### src/rtl/traffic_light_monitor.sv
// traffic_light_monitor
//   Passive safety checker for the four light buses of traffic_control.
//   The lights are registered once and every check runs on that registered
//   copy. Error flags, the sequencing FSM and the grant counter update one
//   edge later, so a bad input shows up on the flags two edges after it is
//   applied. The monitor never drives the lights.
//
//   Optional build macro: TRAFFIC_MON_ORDER_CHECK_EN
//     When defined, grants must rotate N->S->E->W->N. The first grant after
//     reset or after the FSM has been in IDLE is exempt and seeds the order.
//
// Ports
//   clk           system clock, rising edge
//   rst_a         asynchronous active-low reset
//   n/s/e/w_lights {red,yellow,green} per direction (bit2=red, bit0=green)
//   clr_err       one-cycle pulse clearing the sticky error flags and err_dir
//   err_code      sticky: a light bus was not one-hot
//   err_conflict  sticky: more than one direction was non-red
//   err_seq       sticky: illegal colour transition
//   err_timing    sticky: yellow or green duration out of range
//   err_any       OR of the four error flags
//   err_dir       direction of the first error since reset/clear (0=N..3=W)
//   active_dir    direction holding green/yellow
//   active_valid  active_dir is meaningful (FSM in GREEN or YELLOW)
//   grant_cnt     count of legal green->yellow handovers, wraps
module traffic_light_monitor #(
    parameter int YEL_MIN = 2,
    parameter int YEL_MAX = 8,
    parameter int GRN_MAX = 64,
    parameter int DUR_W   = 8,
    parameter int CNT_W   = 16
) (
    input  logic             clk,
    input  logic             rst_a,
    input  logic [2:0]       n_lights,
    input  logic [2:0]       s_lights,
    input  logic [2:0]       e_lights,
    input  logic [2:0]       w_lights,
    input  logic             clr_err,
    output logic             err_code,
    output logic             err_conflict,
    output logic             err_seq,
    output logic             err_timing,
    output logic             err_any,
    output logic [1:0]       err_dir,
    output logic [1:0]       active_dir,
    output logic             active_valid,
    output logic [CNT_W-1:0] grant_cnt
);

    localparam logic [2:0] RED = 3'b100;
    localparam logic [2:0] YEL = 3'b010;
    localparam logic [2:0] GRN = 3'b001;

    localparam logic [DUR_W-1:0] DUR_SAT   = '1;
    localparam logic [DUR_W-1:0] YEL_MIN_D = DUR_W'(YEL_MIN);
    localparam logic [DUR_W-1:0] YEL_MAX_D = DUR_W'(YEL_MAX);
    localparam logic [DUR_W-1:0] GRN_LIM   = DUR_W'(GRN_MAX + 1);

    typedef enum logic [1:0] {
        IDLE    = 2'd0,
        ALL_RED = 2'd1,
        GREEN   = 2'd2,
        YELLOW  = 2'd3
    } state_t;

    // Lowest set bit wins, which gives the N>S>E>W priority for err_dir.
    function automatic logic [1:0] first_idx(input logic [3:0] v);
        if (v[0])      return 2'd0;
        else if (v[1]) return 2'd1;
        else if (v[2]) return 2'd2;
        else           return 2'd3;
    endfunction

    function automatic logic [DUR_W-1:0] sat_inc(input logic [DUR_W-1:0] v);
        return (v == DUR_SAT) ? v : v + DUR_W'(1);
    endfunction

    logic [2:0]       lights_p0 [4];
    state_t           state, state_n;
    logic [DUR_W-1:0] dur, dur_n;
    logic [1:0]       active_n;
    logic [CNT_W-1:0] grant_n;

    logic [3:0] is_red, is_yel, is_grn, bad_code, nonred;
    logic       set_code, set_conf, set_seq, set_tim, set_any;
    logic [3:0] seq_vec, err_vec;
    logic [1:0] grn_dir;
    logic [2:0] act;

`ifdef TRAFFIC_MON_ORDER_CHECK_EN
    logic [1:0] last_dir, last_dir_n;
    logic       order_seeded, order_seeded_n;
`endif

    // ---- stage p0: decode of the registered light samples ----
    always_comb begin
        for (int d = 0; d < 4; d++) begin
            is_red[d]   = (lights_p0[d] == RED);
            is_yel[d]   = (lights_p0[d] == YEL);
            is_grn[d]   = (lights_p0[d] == GRN);
            bad_code[d] = !(is_red[d] || is_yel[d] || is_grn[d]);
        end
    end

    assign nonred   = ~is_red;
    assign set_code = |bad_code;
    // v & (v-1) is non-zero exactly when two or more bits are set.
    assign set_conf = |(nonred & (nonred - 4'd1));
    assign grn_dir  = first_idx(is_grn);
    assign act      = lights_p0[active_dir];

    // ---- stage p1: FSM next state, duration and sequencing checks ----
    always_comb begin
        state_n  = state;
        dur_n    = sat_inc(dur);
        active_n = active_dir;
        grant_n  = grant_cnt;
        set_seq  = 1'b0;
        set_tim  = 1'b0;
        seq_vec  = 4'd0;
`ifdef TRAFFIC_MON_ORDER_CHECK_EN
        last_dir_n     = last_dir;
        order_seeded_n = order_seeded;
`endif

        // Encoding and conflict faults pre-empt every FSM transition.
        if (set_code || set_conf) begin
            state_n = IDLE;
            dur_n   = '0;
        end else begin
            unique case (state)
                IDLE: begin
                    if (&is_red) begin
                        state_n = ALL_RED;
                        dur_n   = '0;
                    end
                end
                ALL_RED: begin
                    if (|is_grn) begin
                        state_n  = GREEN;
                        active_n = grn_dir;
                        dur_n    = DUR_W'(1);
`ifdef TRAFFIC_MON_ORDER_CHECK_EN
                        // Out-of-turn grant is flagged but still tracked.
                        if (order_seeded && (grn_dir != last_dir + 2'd1)) begin
                            set_seq = 1'b1;
                            seq_vec = 4'b0001 << grn_dir;
                        end
                        last_dir_n     = grn_dir;
                        order_seeded_n = 1'b1;
`endif
                    end else if (|is_yel) begin
                        set_seq = 1'b1;
                        seq_vec = is_yel;
                        state_n = IDLE;
                        dur_n   = '0;
                    end
                end
                GREEN: begin
                    if (act == YEL) begin
                        state_n = YELLOW;
                        grant_n = grant_cnt + CNT_W'(1);
                        dur_n   = DUR_W'(1);
                    end else if (act == RED) begin
                        set_seq = 1'b1;
                        seq_vec = 4'b0001 << active_dir;
                        state_n = ALL_RED;
                        dur_n   = '0;
                    end else if (dur_n == GRN_LIM) begin
                        // The counter passes GRN_LIM only once per green.
                        set_tim = 1'b1;
                    end
                end
                YELLOW: begin
                    if (act == RED) begin
                        set_tim = (dur < YEL_MIN_D) || (dur > YEL_MAX_D);
                        state_n = ALL_RED;
                        dur_n   = '0;
                    end else if (act == GRN) begin
                        set_seq = 1'b1;
                        seq_vec = 4'b0001 << active_dir;
                        state_n = GREEN;
                        dur_n   = DUR_W'(1);
                    end
                end
                default: state_n = IDLE;
            endcase
        end

`ifdef TRAFFIC_MON_ORDER_CHECK_EN
        if (state_n == IDLE) begin
            order_seeded_n = 1'b0;
        end
`endif
    end

    assign err_vec = bad_code | (set_conf ? nonred : 4'd0) | seq_vec |
                     (set_tim ? (4'b0001 << active_dir) : 4'd0);
    assign set_any = set_code | set_conf | set_seq | set_tim;

    assign err_any      = err_code | err_conflict | err_seq | err_timing;
    assign active_valid = (state == GREEN) || (state == YELLOW);

    // ---- stage p0 capture and p1 state/flag registers ----
    always_ff @(posedge clk or negedge rst_a) begin
        if (!rst_a) begin
            for (int d = 0; d < 4; d++) begin
                lights_p0[d] <= RED;
            end
            state        <= IDLE;
            dur          <= '0;
            active_dir   <= 2'd0;
            grant_cnt    <= '0;
            err_code     <= 1'b0;
            err_conflict <= 1'b0;
            err_seq      <= 1'b0;
            err_timing   <= 1'b0;
            err_dir      <= 2'd0;
        end else begin
            lights_p0[0] <= n_lights;
            lights_p0[1] <= s_lights;
            lights_p0[2] <= e_lights;
            lights_p0[3] <= w_lights;
            state        <= state_n;
            dur          <= dur_n;
            active_dir   <= active_n;
            grant_cnt    <= grant_n;
            // A new error in the clear cycle survives the clear.
            err_code     <= (err_code     & ~clr_err) | set_code;
            err_conflict <= (err_conflict & ~clr_err) | set_conf;
            err_seq      <= (err_seq      & ~clr_err) | set_seq;
            err_timing   <= (err_timing   & ~clr_err) | set_tim;
            if (set_any && (!err_any || clr_err)) begin
                err_dir <= first_idx(err_vec);
            end else if (clr_err) begin
                err_dir <= 2'd0;
            end
        end
    end

`ifdef TRAFFIC_MON_ORDER_CHECK_EN
    always_ff @(posedge clk or negedge rst_a) begin
        if (!rst_a) begin
            last_dir     <= 2'd0;
            order_seeded <= 1'b0;
        end else begin
            last_dir     <= last_dir_n;
            order_seeded <= order_seeded_n;
        end
    end
`endif

endmodule
### config.mk
export PLATFORM = sky130hd
export DESIGN_NAME = traffic_light_monitor
export DESIGN_NICKNAME = d
export VERILOG_FILES = /design/src/rtl/traffic_light_monitor.sv
export SDC_FILE = /design/constraint.sdc
export NUM_CORES = 1
export LEC_CHECK = 0
export ABC_AREA = 1
export CAP_MARGIN = 20
export CELL_PAD_IN_SITES_DETAIL_PLACEMENT = 1
export CELL_PAD_IN_SITES_GLOBAL_PLACEMENT = 1
export CORE_UTILIZATION = 40
export CTS_CLUSTER_SIZE = 25
export DETAILED_ROUTE_END_ITERATION = 10
export PLACE_DENSITY = 0.88
export SLEW_MARGIN = 25
export SYNTH_ARGS = -nofsm -noshare
export SYNTH_HDL_FRONTEND = slang
export SYNTH_SLANG_ARGS = --single-unit
### constraint.sdc
create_clock -name clk -period 2.7 [get_ports clk]
set_clock_uncertainty 0.2 [all_clocks]
set_input_delay 0.54 -clock clk [delete_from_list [all_inputs] [get_ports clk]]
set_output_delay 0.54 -clock clk [all_outputs]
set_load 0.01 [all_outputs]
# --- Word-level counts from Yosys, hierarchy flattened ---
# Cells that the tools add are included.
op_classes:
  n_addsub: 3
  order_cmp: 3
  eq_ne: 24
  shift: 1
  mux: 54
  bitwise: 22
  reduce_logical: 28
op_table:
  columns: ["operator", "n"]
  rows:
  - ["$mux 8", 9]
  - ["$mux 3", 11]
  - ["$pmux 8 s4", 1]
  - ["$mux 2", 14]
  - ["$add 16x1->16 const B", 1]
  - ["$reduce_or 4->1", 4]
  - ["$eq 3x1->1 const B", 5]
  - ["$eq 3x2->1 const B", 5]
  - ["$eq 3x3->1 const B", 5]
  - ["$mux 1", 14]
  - ["$logic_or 1x1->1", 12]
  - ["$ne 4x4->1 const B", 3]
  - ["$or 1x1->1", 10]
  - ["$or 3x3->3", 3]
  - ["$pmux 3 s3", 1]
  - ["$add 8x1->8 const B", 1]
  - ["$eq 8x7->1 const B", 1]
  - ["$eq 8x8->1 const B", 1]
  - ["$gt 8x4->1 const B", 1]
  - ["$lt 8x2->1 const B", 1]
  - ["$pmux 2 s4", 1]
  - ["$reduce_and 4->1", 2]
  - ["$bmux 3 s2", 1]
  - ["$reduce_and 3->1", 2]
  - ["17 further kinds", 26]
word_totals:
  ff_bits: 46
  output_inout_bits: 26
  wordCells: 148

# --- Logic depth before layout (Yosys ltp) ---
# Gate-level depths: netlist of run 1.
logic_depth:
  ltp_word: 15
  mapped_depth: 18
  mapped_depth_nobuf: 17

# --- Least setup slack after synthesis of run 1 ---
# No wires, ideal clock.
synth_timing:
  kind: "reg2reg"
  start: "register active_dir[0]"
  end: "register grant_cnt[15]"
  setup_ns: 0.124
  arrival_ns: 1.649
  required_time_ns: 2.376
  setup_slack_ns: 0.727
  path_stages_with_launch: 13
  path_buffers: 1
  period_less_slack_ns: 1.973
  path_cell_list: "dfrtp_1 > buf_6 > inv_4 > nand2_1 > nand2_1 > nand2_1 > nand2_4 > nand4_4 > nor2_8 > nand3_4 > nor2_4 > nand4_2 > xnor2_1"
synth_via:
  elab_chain_cells: 6
synth_rtl:
  columns: ["element", "line", "rtl"]
  rows:
  - ["from (decl)", "46", "output logic [1:0] active_dir,"]
  - ["from (signal assigned)", "227", "active_dir <= active_n;"]
  - ["$not 2->3 (implied by the code)", "111", "assign act = lights_p0[active_dir];"]
  - ["$bmux 3 s2", "111", null]
  - ["$mux 3 (implied by the code) (2 in series)", "111", null]
  - ["$eq 3x2->1", "161", "if (act == YEL) begin"]
  - ["$reduce_and 3->1 (no line)", null, null]
  - ["to (signal assigned)", "228", "grant_cnt <= grant_n;"]
  - ["to (decl)", "48", "output logic [CNT_W-1:0] grant_cnt"]
# No other way between the ends. The select of a mux whose other input is x is not followed.
# A chain may end at the register's enable or synchronous reset.

# --- Worst setup path after layout of run 1 ---
layout_timing:
  start: "register active_dir[0]"
  end: "register err_dir[1]"
layout_via:
  elab_chain_cells: 14
layout_rtl:
  columns: ["element", "line", "rtl"]
  rows:
  - ["$not 2->3 (implied by the code)", "111", null]
  - ["$bmux 3 s2", "111", null]
  - ["$mux 3 (implied by the code) (2 in series)", "111", null]
  - ["$eq 3x1->1 / $eq 3x3->1 (equally long branches)", "180, 165, 176", null]
  - ["$mux 3, or another cell as far along", "180", "end else if (act == GRN) begin"]
  - ["$mux 3, or another cell as far along", "176", "if (act == RED) begin"]
  - ["$pmux 3 s3 / $pmux 1 s2 (equally long branches)", "132", "unique case (state)"]
  - ["$mux 3 / $mux 1 (equally long branches)", "128", "if (set_code || set_conf) begin"]
  - ["$or 3x3->3 / $mux 3 (equally long branches)", "198, 199", null]
  - ["$or 3x3->3", "198", "assign err_vec = bad_code | (set_conf ? nonred : 4'd0) | seq_vec |"]
  - ["$mux 2", "70", "else if (v[1]) return 2'd1;"]
  - ["$mux 2", "69", "if (v[0]) return 2'd0;"]
  - ["$mux 2", "234", "if (set_any && (!err_any || clr_err)) begin"]
  - ["to (signal assigned)", "235", "err_dir <= first_idx(err_vec);"]
  - ["to (decl)", "45", "output logic [1:0] err_dir,"]
# Parallel ways exist; a longest one is shown, timed or not. The select of a mux whose other input is x is not followed.

==> impl_metrics.json, run 1 <==
{
  "placementRows": 30,
  "synth_cells": 363,
  "antenna-diode-count": 0,
  "synth_enable_flop_cells": 0,
  "power.sequential.fraction_pct": 52.9,
  "net-switching-power_mw": 0.323,
  "ctsHtreeMaxLevel": 2,
  "number_of_global_route_vias_before_repair": 2757,
  "gp_routability_congestion": 0.896,
  "timing.critical_path.mode_cell": "nand2_1",
  "sw_frac_of_total_pct": 24.1,
  "global_router_s_overall_resource_usage_pct": 21.7,
  "global_route_wire_length_before_repair_mm": 12.5,
  "dr.pass1.iters": 4,
  "setup.worst_path.end_class": "register",
  "cts_resized": 0,
  "timing.critical_path.required_ns": 2.71,
  "report.final.slew_viol_count": 0,
  "drt_iter0_drc": 61,
  "setup.worst_path.start_class": "register",
  "slew_headroom_pct": 61.4,
  "synth_nets": 380,
  "total_power_mw": 1.34,
  "maxClockFrequency_mhz": 423,
  "drt_wl_total_mm": 7.26,
  "average_size_of_a_mapped_cell_um2": 7.66,
  "async_flop_share_pct": 100,
  "combinationalPowerShare_pct": 7.0,
  "core_region_area_um2": 6760,
  "finalCritPeriodShare_pct": 87.5,
  "crit_slowest_cell": "dfrtp_1",
  "die-height_um": 85.4,
  "post-cts-setup-buffers": 0,
  "yosysSeqAreaShare_pct": 41.6,
  "p_leak_nw": 1.63,
  "post_route_cells_drive_above_1_share_pct": 12.7,
  "numnets_final": 426,
  "drt-wirelength-per-cell_um": 14.8,
  "synthToLayoutAreaGrowth_pct": 21.8,
  "die_x_um": 85.4,
  "ir_drop_mv": 0.314,
  "hp-class": "input pin to async pin",
  "port_buffers": 40,
  "part_of_the_total_power_dissipated_in_the_clock_network_pct": 40.1,
  "rsz0062_at_grt": "no",
  "cell_chain_critical_path": "inv_4 -> nand2_1 -> nand3_1 -> nand2_2 -> inv_1 -> nand2_2 -> nor2_4 -> nor2_2 -> nand3_1 -> nand2_2 -> nand3_1 -> nand2_1 -> nor2_2 -> nand2_1 -> nand2_1",
  "worstSkewPairLatency_ns": 0.31,
  "place_hpwl_mm": 5.59,
  "cp_slowest_stage_delay_ns": 0.64,
  "n_fill_cell": 847,
  "detail_route.drc_violations": 0,
  "grt_antenna_before_repair": 0,
  "timing.final.hold_violations": 0,
  "max_slew.worst_pin.slew_ns": 0.579,
  "timing.max_cap.violations": 0,
  "critPathMaxFanout": 11,
  "tritoncts_clock_tree": "built",
  "synth_area_um2": 2780,
  "tns_ns": 0,
  "detailroute.via_count": 2575,
  "grt_start_max_net_pins": 47,
  "ctsRootBufferMaster": "clkbuf_8",
  "area_of_the_die_um2": 7290,
  "tritoncts.num_buffers": 5,
  "numClockSinks": 46,
  "yosys_warnings": 0,
  "status": "complete, no violations",
  "floorplan.io_pins": 41,
  "layout_min_cycle_time_ns": 2.36,
  "critical_path_arrival_ns": 2.37,
  "path_class": "register to register",
  "yosys.cell_types.count": 37,
  "power_density_relative_to_cell_area_nw_per_um2": 396,
  "globalRouteOverflowTotal": 0,
  "cts_hold_buf": 0,
  "clock_path_buffers": 2,
  "cts.reportedPaths.clkPinSlew_ns": 0.10,
  "synth_ff_type": "dfrtp_1",
  "route.detailed.vias_per_inst": 5.26,
  "cell_internal_pwr_mw": 1.02,
  "start_util_pct": 41.2,
  "setup_viol": 0,
  "ant_nets": 0,
  "postSynthRegisterBits": 46
}
==> critical path, delay by kind of cell (launching register included) <==
kind                   cells  cell delay [ns]
buffers and inverters      2             0.21
flip-flops                 1             0.64
AND/OR/NAND/NOR           13             1.20
==> cells in the mapped netlist (2+ instances only) <==
master | number | area (µm²)
o22ai_1 | 2 | 12.5
xor2_1 | 8 | 70.1
or2_2 | 3 | 18.8
nor3_2 | 2 | 20.0
a21oi_1 | 12 | 60.1
nand2_1 | 94 | 353
nor2_1 | 34 | 128
nor4_1 | 3 | 18.8
nand4_1 | 9 | 56.3
nor2_2 | 3 | 18.8
xnor2_1 | 7 | 61.3
nor2_4 | 4 | 45.0
dfrtp_1 | 42 | 1050
nand2_2 | 7 | 43.8
nand2_4 | 2 | 22.5
o21ai_0 | 11 | 55.1
nand3_1 | 40 | 200
nand4_4 | 2 | 42.5
inv_1 | 47 | 176
inv_2 | 5 | 18.8
nand3_2 | 3 | 30.0
dfstp_2 | 4 | 105
ha_1 | 2 | 25.0
nor3_1 | 4 | 20.0
==> power groups by stage <==
stage / clock network [mW] / registers (mW) / logic, mW
global placement: 0 / 0.721 / 0.0892
floorplan: 0 / 0.721 / 0.0446
finish: 0.538 / 0.710 / 0.0935
global route: 0.577 / 0.711 / 0.106
CTS: 0.562 / 0.709 / 0.0948
detailed placement: 0 / 0.723 / 0.0931
==> routing by layer <==
| layer | GRT usage [%] | part of all wire, % | vias to the layer above |
|---|---|---|---|
| li1 | - | - | 1253 |
| met1 | 25.2 | 43 | 1281 |
| met2 | 40.8 | 53 | 31 |
| met3 | 3.31 | 2.1 | 10 |
| met4 | 7.42 | 1.7 | 0 |
| met5 | 0 | 0 | - |
==> state kept, by name, summed over array words and instances, names as in the netlist <==
signal	cells
grant_cnt	16
lights_p0	12
dur	8
active_dir	2
err_dir	2
state	2
err_code	1
err_conflict	1
err_seq	1
err_timing	1
==> placed cells by master (no fill, tap or decap), types with 4 or more instances in the layout <==
| master | netlist | final |
|---|---|---|
| a21oi_1 | 12 | 12 |
| clkbuf_8 | 0 | 5 |
| clkdlybuf4s50_1 | 0 | 39 |
| dfrtp_1 | 42 | 42 |
| dfstp_2 | 4 | 4 |
| inv_1 | 47 | 47 |
| inv_2 | 5 | 5 |
| nand2_1 | 94 | 94 |
| nand2_2 | 7 | 7 |
| nand3_1 | 40 | 40 |
| nand4_1 | 9 | 9 |
| nor2_1 | 34 | 34 |
| nor2_4 | 4 | 4 |
| nor3_1 | 4 | 4 |
| o21ai_0 | 11 | 11 |
| xnor2_1 | 7 | 7 |
| xor2_1 | 8 | 8 |
==> final timing paths <==
path	start	endpoint	slack (ns)	cells past startpoint
worst max-delay path	active_dir[0]	err_dir[1]	0.34	15
worst min-delay path	rst_a	grant_cnt[0]	0.11	2
worst max register to register	active_dir[0]	err_dir[1]	0.34	15
worst min register to register	grant_cnt[15]	grant_cnt[15]	0.29	1
max in group asynchronous	rst_a	dur[2]	1.80	2
min in group clk	grant_cnt[15]	grant_cnt[15]	0.29	1
==> stage by stage <==
| stage | instance area, µm² | utilization [%] | std cells | hold WS (ns) | setup slack (ns) |
|---|---|---|---|---|---|
| 3_3_place_gp | 3270 | 48.4 | 482 | 0.264 | 0.439 |
| 5_1_grt | 3390 | 50.1 | 490 | 0.169 | 0.0814 |
| 6_report | 3390 | 50.1 | 490 | 0.111 | 0.337 |
| 4_1_cts | 3390 | 50.1 | 490 | 0.123 | 0.335 |
| 2_1_floorplan | 2780 | - | 363 | 0.0444 | 0.727 |
| 3_5_place_dp | 3270 | 48.4 | 482 | 0.273 | 0.384 |
==> kinds of logic (layout without fill, tap and decap cells) <==
group	Yosys count	in the layout	share of synthesized area, %
flip-flops	46	46	41.6
buffers and inverters	55	102	7.78
AO/OA/AOI/OAI	30	30	6.03
adder cells (fa/ha/maj)	2	2	0.900
AND/OR/NAND/NOR	215	215	39.0
XOR/XNOR	15	15	4.72
==> cell type report <==
cell class / count / area (µm²) / area share (%)
clock buffer: 5 / 68.8 / 2.03
multi-input combinational: 262 / 1410 / 41.6
tap: 80 / 100 / 2.96
sequential: 46 / 1160 / 34.1
timing repair buffer: 41 / 403 / 11.9
clock inverter: 3 / 48.8 / 1.44
inverter: 53 / 201 / 5.95
Power figures use the tool's default switching activity.
==> inputs of run 2 (changes only) <==
RECOVER_POWER = 100   (was not set)
clock period = 2.2 ns   (was 2.7 ns; I/O delays follow)
==> run 2 against run 1 <==
- the flow now finishes with violations (setup timing)
- via count rose by 9.9%
- clock-buffer cell count did not move
- global-route usage rose by 2.2 points
- sequential cell count did not move
- register-to-register slack got worse by 0.64 ns
- sequential share of layout area fell by 3.8 points
- die area did not move
- sequential power rose by 23%
- wire length rose by 39%
==> impl_metrics.json, run 2 (same netlist as run 1, synthesis figures left out) <==
{
  "sw_frac_of_total_pct": 25.7,
  "rsz0062_at_grt": "yes",
  "r2r_depth": 10,
  "route.detailed.vias_per_inst": 5.54,
  "tns_ns": -1.51,
  "cp_slowest_stage_delay_ns": 0.40,
  "synthToLayoutAreaGrowth_pct": 37.3,
  "global_route_wire_length_before_repair_mm": 13.8,
  "core_region_area_um2": 6760,
  "ir_drop_mv": 0.353,
  "global_router_s_overall_resource_usage_pct": 23.9,
  "timing.critical_path.required_ns": 2.17,
  "setup.worst_path.start_class": "register",
  "cell_chain_critical_path": "inv_1 -> nand3_1 -> nor2_2 -> nand2_1 -> nand2_1 -> nand2_4 -> nor4_2 -> buf_4 -> inv_1 -> o21ai_0",
  "antenna-diode-count": 0,
  "number_of_global_route_vias_before_repair": 2929,
  "top_register": "grant_cnt",
  "grt_antenna_before_repair": 0,
  "combinationalPowerShare_pct": 8.4,
  "part_of_the_total_power_dissipated_in_the_clock_network_pct": 39.6,
  "area_of_the_die_um2": 7290,
  "cts.reportedPaths.clkPinSlew_ns": 0.10,
  "numClockSinks": 46,
  "dr.pass1.iters": 5,
  "reg2reg_from": "lights_p0[0]",
  "report.final.slew_viol_count": 0,
  "largest_register_ff_count": 16,
  "net-switching-power_mw": 0.431,
  "slew_headroom_pct": 20.8,
  "failed_checks": "setup timing",
  "die-height_um": 85.4,
  "port_buffers": 40,
  "drt-wirelength-per-cell_um": 19.7,
  "setup_viol": 18,
  "ant_nets": 0,
  "layout.cells.most_common_list": "81 x nand2_1, 39 x inv_1, 39 x dfrtp_1",
  "placement_stage_worst_setup_slack_ns": -0.129,
  "grt_start_max_net_pins": 47,
  "largest_registers": "grant_cnt x16, lights_p0 x12, dur x8",
  "post_route_cells_drive_above_1_share_pct": 29.0,
  "drt_wl_total_mm": 10.1,
  "status": "finished with violations",
  "critical_path.reg2reg.endpoint": "grant_cnt[14]",
  "layout_min_cycle_time_ns": 2.50,
  "p_leak_nw": 1.75,
  "final_critical_path_setup_slack_ns": -0.300,
  "cell_internal_pwr_mw": 1.25,
  "tritoncts.num_buffers": 5,
  "clock_path_buffers": 2,
  "numnets_final": 447,
  "hp-class": "input pin to async pin",
  "globalRouteOverflowTotal": 0,
  "r2r_setup_slack_ns": -0.30,
  "setup.worst_path.end_class": "register",
  "ctsRootBufferMaster": "clkbuf_8",
  "detail_route.drc_violations": 0,
  "finalCritPeriodShare_pct": 114,
  "die_x_um": 85.4,
  "place_hpwl_mm": 6.01,
  "detailroute.via_count": 2831,
  "power.sequential.fraction_pct": 52.1,
  "start_util_pct": 41.2,
  "worstSkewPairLatency_ns": 0.31,
  "maxClockFrequency_mhz": 400,
  "layout_commonest_cell": "nand2_1",
  "drt_iter0_drc": 134,
  "ctsHtreeMaxLevel": 2,
  "critical_path_arrival_ns": 2.47,
  "crit_slowest_cell": "dfrtp_1",
  "gp_routability_congestion": 0.845,
  "critPathMaxFanout": 7,
  "max_slew.worst_pin.slew_ns": 1.19,
  "timing.max_cap.violations": 0,
  "power_density_relative_to_cell_area_nw_per_um2": 439,
  "critical_path.startpoint": "lights_p0[0]",
  "tritoncts_clock_tree": "built",
  "placementRows": 30,
  "floorplan.io_pins": 41,
  "path_class": "register to register",
  "timing.final.hold_violations": 0
}
-- run 2: changes by cell type in the layout (fill, tap and decap cells not counted), moves of 11 or more --
| cell | change |
|---|---|
| nand2_1 | -13 |
| dlygate4sd3_1 | +12 |
| nand3_1 | -15 |
| nand3_2 | +11 |
| clkdlybuf4s50_1 | -13 |
| buf_4 | +16 |
-- run 2: worst max-delay path, delay by kind of cell, from the launching register on --
| kind | cells | cell delay (ns) |
|---|---|---|
| buffers and inverters | 3 | 0.39 |
| AND/OR/NAND/NOR | 6 | 1.01 |
| AO/OA/AOI/OAI | 1 | 0.36 |
| flip-flops | 1 | 0.40 |
-- run 2: worst max path at each step --
stage | to | slack (ns) | cells after the start
finish | grant_cnt[14] | -0.30 | 10
global route | grant_cnt[14] | -0.41 | 10
CTS | err_dir[0] | -0.009 | 17
detailed placement | err_dir[0] | -0.13 | 15
global placement | err_dir[1] | -0.04 | 15
floorplan | grant_cnt[15] | 0.23 | 12
-- run 2: repair_timing --
| item | 4_1_cts | 5_1_grt |
|---|---|---|
| resized for setup | 9 | 69 |
| hold buffers | 0 | 0 |
| setup endpoints to repair | 19 | 25 |
| buffers inserted | 4 | 6 |
| pin swaps | 3 | 18 |
-- run 2: power by group through the flow --
stage	clock [mW]	sequential [mW]	combinational [mW]
2_1_floorplan	0	0.884	0.0547
3_3_place_gp	0	0.885	0.110
3_5_place_dp	0	0.886	0.114
4_1_cts	0.669	0.870	0.118
5_1_grt	0.703	0.875	0.153
6_report	0.664	0.874	0.140
-- run 2: routing by layer --
metal / global-route usage [%] / wire length (µm)
met3: 4.38 / 449
met1: 27.2 / 3900
met4: 7.88 / 312
met2: 44.9 / 5410
met5: 0 / 0
-- run 2: metrics by stage --
stage               total power, mW  cells  util [%]  area (µm²)  hold slack (ns)
floorplan                     0.939    363         -        2780          -0.0556
global placement              0.996    493      49.6        3350            0.266
detailed placement             1.00    493      49.6        3350            0.271
CTS                            1.66    505      52.1        3520           0.0281
global route                   1.73    511      56.5        3820            0.332
finish                         1.68    511      56.5        3820            0.235
-- run 2: final cells by class --
type,instances,area [µm²]
Clock buffer,5,68.8
Clock inverter,3,43.8
Fill cell,826,2940
Inverter,53,213
Multi-Input combinational cell,262,1670
Sequential cell,46,1160
Tap cell,80,100
Timing Repair Buffer,62,569
